File: config.mk
export PLATFORM = sky130hd
export DESIGN_NAME = q_meter
export DESIGN_NICKNAME = d
export VERILOG_FILES = /design/src/rtl/q_meter.sv
export SDC_FILE = /design/constraint.sdc
export NUM_CORES = 1
export LEC_CHECK = 0
export CELL_PAD_IN_SITES_DETAIL_PLACEMENT = 0
export CELL_PAD_IN_SITES_GLOBAL_PLACEMENT = 1
export CORE_MARGIN = 2
export CORE_UTILIZATION = 26
export CTS_BUF_LIST = sky130_fd_sc_hd__clkbuf_2 sky130_fd_sc_hd__clkbuf_4 sky130_fd_sc_hd__clkbuf_8
export DETAILED_ROUTE_END_ITERATION = 6
export PLACE_DENSITY = 0.54
export SYNTH_ARGS = -nofsm -noshare
export SYNTH_HDL_FRONTEND = slang
export SYNTH_SLANG_ARGS = --single-unit
export TNS_END_PERCENT = 10
File: constraint.sdc
create_clock -name clk -period 2.64 [get_ports clk]
set_clock_uncertainty 0.05 [all_clocks]
set_input_delay 0.528 -clock clk [delete_from_list [all_inputs] [get_ports clk]]
set_output_delay 0.528 -clock clk [all_outputs]
set_load 0.005 [all_outputs]
File: src/rtl/q_meter.sv
// Ring-down Q meter: settles, excites the resonator, then counts oscillation
// cycles until the envelope comparator drops and publishes the saturated count.
module q_meter #(
    parameter int BUS_WIDTH      = 10,
    parameter int EXCITE_CYCLES  = 256,
    parameter int SETTLE_CYCLES  = 1024,
    parameter int TIMEOUT_CYCLES = 65535,
    parameter int CNT_WIDTH      = 16
) (
    input  logic                 clk,
    input  logic                 rst_n,
    input  logic                 enable,
    input  logic [BUS_WIDTH-1:0] i_ref,
    input  logic                 osc_in,
    input  logic                 env_above,
    output logic                 drive_en,
    output logic [BUS_WIDTH-1:0] q_measured,
    output logic                 ready,
    output logic                 timeout
);

    typedef enum logic [2:0] {
        IDLE,
        SETTLE,
        EXCITE,
        RING,
        DONE
    } state_t;

    localparam logic [CNT_WIDTH-1:0] SETTLE_LAST  = CNT_WIDTH'(SETTLE_CYCLES - 1);
    localparam logic [CNT_WIDTH-1:0] EXCITE_LAST  = CNT_WIDTH'(EXCITE_CYCLES - 1);
    localparam logic [CNT_WIDTH-1:0] TIMEOUT_LAST = CNT_WIDTH'(TIMEOUT_CYCLES - 1);
    localparam logic [BUS_WIDTH-1:0] RING_MAX     = {BUS_WIDTH{1'b1}};

    state_t               state;
    state_t               state_nxt;
    logic [CNT_WIDTH-1:0] timer;
    logic [CNT_WIDTH-1:0] timer_nxt;
    logic [BUS_WIDTH-1:0] ring_cnt;
    logic [BUS_WIDTH-1:0] ring_cnt_nxt;
    logic                 timed_out;
    logic                 timed_out_nxt;

    logic                 osc_p0;
    logic                 osc_p1;
    logic                 osc_p2;
    logic                 env_p0;
    logic                 env_p1;
    logic [BUS_WIDTH-1:0] ref_shadow;

    logic                 osc_rise;
    logic                 ref_changed;
    logic                 timer_hit;
    logic                 publish;

    function automatic logic [BUS_WIDTH-1:0] sat_inc(input logic [BUS_WIDTH-1:0] v);
        return (v == RING_MAX) ? v : v + 1'b1;
    endfunction

    // Stage p0/p1: two-flop synchronizers; osc_p2 holds the previous synchronized sample
    always_ff @(posedge clk or negedge rst_n) begin
        if (!rst_n) begin
            osc_p0     <= 1'b0;
            osc_p1     <= 1'b0;
            osc_p2     <= 1'b0;
            env_p0     <= 1'b0;
            env_p1     <= 1'b0;
            ref_shadow <= '0;
        end else begin
            osc_p0     <= osc_in;
            osc_p1     <= osc_p0;
            osc_p2     <= osc_p1;
            env_p0     <= env_above;
            env_p1     <= env_p0;
            ref_shadow <= i_ref;
        end
    end

    assign osc_rise    = osc_p1 & ~osc_p2;
    assign ref_changed = (i_ref != ref_shadow);
    assign timer_hit   = (timer == TIMEOUT_LAST);
    assign publish     = (state == DONE) && enable;

    always_comb begin
        state_nxt     = state;
        timer_nxt     = timer;
        ring_cnt_nxt  = ring_cnt;
        timed_out_nxt = timed_out;

        case (state)
            IDLE: begin
                if (enable) begin
                    state_nxt = SETTLE;
                    timer_nxt = '0;
                end
            end
            SETTLE: begin
                if (timer == SETTLE_LAST) begin
                    state_nxt = EXCITE;
                    timer_nxt = '0;
                end else begin
                    timer_nxt = timer + 1'b1;
                end
            end
            EXCITE: begin
                if (timer == EXCITE_LAST) begin
                    state_nxt    = RING;
                    timer_nxt    = '0;
                    ring_cnt_nxt = '0;
                end else begin
                    timer_nxt = timer + 1'b1;
                end
            end
            RING: begin
                timer_nxt = timer + 1'b1;
                // An edge landing on the exit cycle still counts
                if (osc_rise) begin
                    ring_cnt_nxt = sat_inc(ring_cnt);
                end
                if (!env_p1 || timer_hit) begin
                    state_nxt     = DONE;
                    timer_nxt     = '0;
                    timed_out_nxt = timer_hit;
                end
            end
            DONE: begin
                state_nxt = SETTLE;
                timer_nxt = '0;
            end
            default: begin
                state_nxt = IDLE;
                timer_nxt = '0;
            end
        endcase

        // A reference change restarts settling; DONE is allowed to finish first
        if (ref_changed && (state == SETTLE || state == EXCITE || state == RING)) begin
            state_nxt = SETTLE;
            timer_nxt = '0;
        end

        // Dropping enable wins over everything else
        if (!enable && state != IDLE) begin
            state_nxt = IDLE;
            timer_nxt = '0;
        end
    end

    always_ff @(posedge clk or negedge rst_n) begin
        if (!rst_n) begin
            state     <= IDLE;
            timer     <= '0;
            ring_cnt  <= '0;
            timed_out <= 1'b0;
        end else begin
            state     <= state_nxt;
            timer     <= timer_nxt;
            ring_cnt  <= ring_cnt_nxt;
            timed_out <= timed_out_nxt;
        end
    end

    // Outputs are registered; drive_en follows the next state so it drops on the RING edge
    always_ff @(posedge clk or negedge rst_n) begin
        if (!rst_n) begin
            drive_en   <= 1'b0;
            ready      <= 1'b0;
            q_measured <= '0;
            timeout    <= 1'b0;
        end else begin
            drive_en <= (state_nxt == EXCITE);
            ready    <= publish;
            if (publish) begin
                q_measured <= ring_cnt;
                timeout    <= timed_out;
            end
        end
    end

endmodule

==> reports/qor.yml <==
yosys.area.top_type: "dfrtp_1"
dpl_cell_area_sq_mm: 0.00318
peakVddDrop_uv: 226
p_per_area_mw_per_mm2: 540
wire_per_inst_microns: 13.3
ys_warn_count: 0
max_freq_mhz: 408
ys_seq_elements: 58
design_area_sq_mm: 0.00338
first_global_vias: 2085
place_inst: 420
crit_start: "timer[11]"
drc: 0
crit_family: "simple AND/OR/NAND/NOR gates"
route.met2.wl_microns: 2820
place_ws_ns: -0.0372
synth_top_area_share_pct: 54.0
hold_path.class: "in2async"
layout.nets: 313
tritoncts: "done"
die_w_microns: 106
drive_gt1_share_pct: 15.0
min_period_ns: 2.45
hpwlAfterDp_microns: 4180
status: "completed"
synth.area.top_cells: "dfrtp_1 54%, mux2_2 4.6%, xor2_1 4.2%"
core_sq_mm: 0.0102
cp.required_ns: 2.85
max-slew-margin-rel_pct: 59.3
crit_chain: "nor4_1 > nand2_1 > nor4_1 > o21ai_1 > or3_1 > a21oi_1"
finalHoldViolCount: 0
tightest_slew_ns: 0.610
critPathArrivalTime_ns: 2.66
stdcell_count: 436
drv_cap: 0
grt_pass1_wl_microns: 10100
wl_met3_microns: 207
p_leak_nw: 1.50
gp_congestion: 0.768
crit_type: "reg2reg"
start_util_pct: 26.4
drtIter0Drc: 62
htree_levels: 3
regArea_sq_mm: 0.00145
diodes: 0
post_cts_buffers: 0
multi_input_area_sq_mm: 0.00116
fill_cells: 1063
start_kind: "flip-flop"
placementRows: 37
final_core_util_pct: 33.2
io_buffer_count: 27
setup_ws_ns: 0.190
firstDrtPassIters: 4
setup_violations: 0
postCtsResizedCells: 0
cts_sinks: 58
critPathBufInv: 0
cp_slowest_cell: "nor4_1"
drt-total-wl_microns: 5800
path_clk_slew_ns: 0.07
synth_edf_count: 0
fin_setup_tns_ns: 0
ctsRootBufferMaster: "clkbuf_8"
dr.max_layer_used: "met4"
detail-route-antenna-nets: 0
cts_buffer_depth: 2
reg2reg_from: "timer[11]"
die-area_sq_mm: 0.0112
syn_avg_cell_area_sq_um: 10.7
postSynthNetCount: 270
antenna_found_initial: 0
path_max_fanout: 7
netlist_area_sq_mm: 0.00269
hold_buffers: 0
vias_per_cell: 4.61
synth_cells: 252
yosysSeqAreaShare_pct: 54.0
crit_path_frequent_cell: "nor4_1"
cts_buffers: 9
die_h_microns: 106
maxSlewViolCount: 0
area_growth_pct: 25.7
post-route-period-util_pct: 92.8
wl_met1_microns: 2690
via_count: 2008
synthDistinctLibCells: 47
grt_max_degree: 35
ys.flop_type: "dfrtp_1"
end_kind: "flip-flop"
rsz0062_at_grt: "no"
clk_latency_ns: 0.34
io_pins: 28
max_stage_delay_ns: 0.48
async_flop_share_pct: 100
overflow: 0
grt_usage_pct: 11.7
## flip-flops by register name, summed over array words and instances, names as in the netlist
| register | flops |
|---|---|
| osc_p1 | 1 |
| drive_en | 1 |
| timed_out | 1 |
| env_p0 | 1 |
| q_measured | 10 |
| timeout | 1 |
| state | 3 |
| osc_p0 | 1 |
| env_p1 | 1 |
| osc_p2 | 1 |
| timer | 16 |
| ref_shadow | 10 |
| ring_cnt | 10 |
| ready | 1 |
## report_power, final
part | internal (mW) | switching (mW)
logic | 0.0373 | 0.0449
clock network | 0.460 | 0.375
registers | 0.901 | 0.00620
total | 1.40 | 0.426
## Yosys cell counts (2+ instances only)
cell type / number
nor4_1: 6
nor2_1: 18
nand4_1: 2
clkbuf_1: 3
o21ai_1: 5
nor3b_1: 3
or3_1: 5
and3_1: 9
a31oi_1: 2
a211o_1: 2
nor3_1: 9
nand2_1: 24
o21ai_0: 15
o211ai_1: 4
dfrtp_1: 58
nor2b_1: 2
a21o_1: 7
nand3_1: 17
mux2_2: 11
mux2i_1: 2
xnor2_1: 4
a21oi_1: 2
inv_1: 4
xor2_1: 13
ha_1: 3
## stage by stage
stage | hold slack [ns] | power, mW
floorplan | 0.182 | 0.949
global route | 0.191 | 1.91
finish | 0.143 | 1.82
detailed placement | 0.286 | 1.01
CTS | 0.154 | 1.88
global placement | 0.284 | 1.01
## logic make-up after synthesis
family / Yosys count / synth area share [%]
multiplexers: 13 / 5.35
AO/OA/AOI/OAI: 45 / 10.9
flip-flops: 58 / 54.0
adder cells (fa/ha/maj): 3 / 1.40
buffers and inverters: 12 / 2.74
AND/OR/NAND/NOR: 104 / 20.1
XOR/XNOR: 17 / 5.53
## final cells by class
class / instances / share of cell area, %
Inverter: 4 / 0.444
Clock buffer: 10 / 4.07
Multi-Input combinational cell: 182 / 34.5
Clock inverter: 6 / 1.96
Sequential cell: 58 / 42.9
Timing Repair Buffer: 40 / 11.1
Tap cell: 136 / 5.03
## layout by cell type (no fill, tap or decap), types with 2 or more instances in the layout
| cell type | instances |
|---|---|
| or3_1 | 5 |
| nor3_1 | 9 |
| clkbuf_8 | 10 |
| o21ai_1 | 6 |
| o21ai_0 | 14 |
| a21o_1 | 7 |
| nor3b_1 | 3 |
| buf_4 | 12 |
| a31oi_1 | 2 |
| o211ai_1 | 4 |
| a21oi_1 | 2 |
| inv_1 | 4 |
| dfrtp_1 | 58 |
| xnor2_1 | 4 |
| clkdlybuf4s50_1 | 26 |
| clkinvlp_4 | 3 |
| mux2i_1 | 2 |
| nor4_1 | 6 |
| nand2_1 | 24 |
| nor2b_1 | 2 |
| xor2_1 | 13 |
| nand4_1 | 2 |
| nand3_1 | 17 |
| and3_1 | 9 |
| a211o_1 | 2 |
| ha_1 | 3 |
| nor2_1 | 18 |
| mux2_2 | 11 |
## final timing paths
check,endpoint,slack [ns],depth (start not counted)
worst max-delay path,ring_cnt[9],0.19,6
worst min register to register,env_p1,0.31,0
worst max register to register,ring_cnt[9],0.19,6
worst min-delay path,osc_p0,0.14,1
max in group asynchronous,env_p1,1.80,2
min in group clk,env_p1,0.31,0
## metal layers
metal / vias to the layer above / global-route usage, %
li1: 996 / -
met1: 971 / 14.2
met5: - / 0
met3: 10 / 3.46
met4: 0 / 5.17
met2: 31 / 19.3
Note: power is estimated with default switching activity, not from simulation.
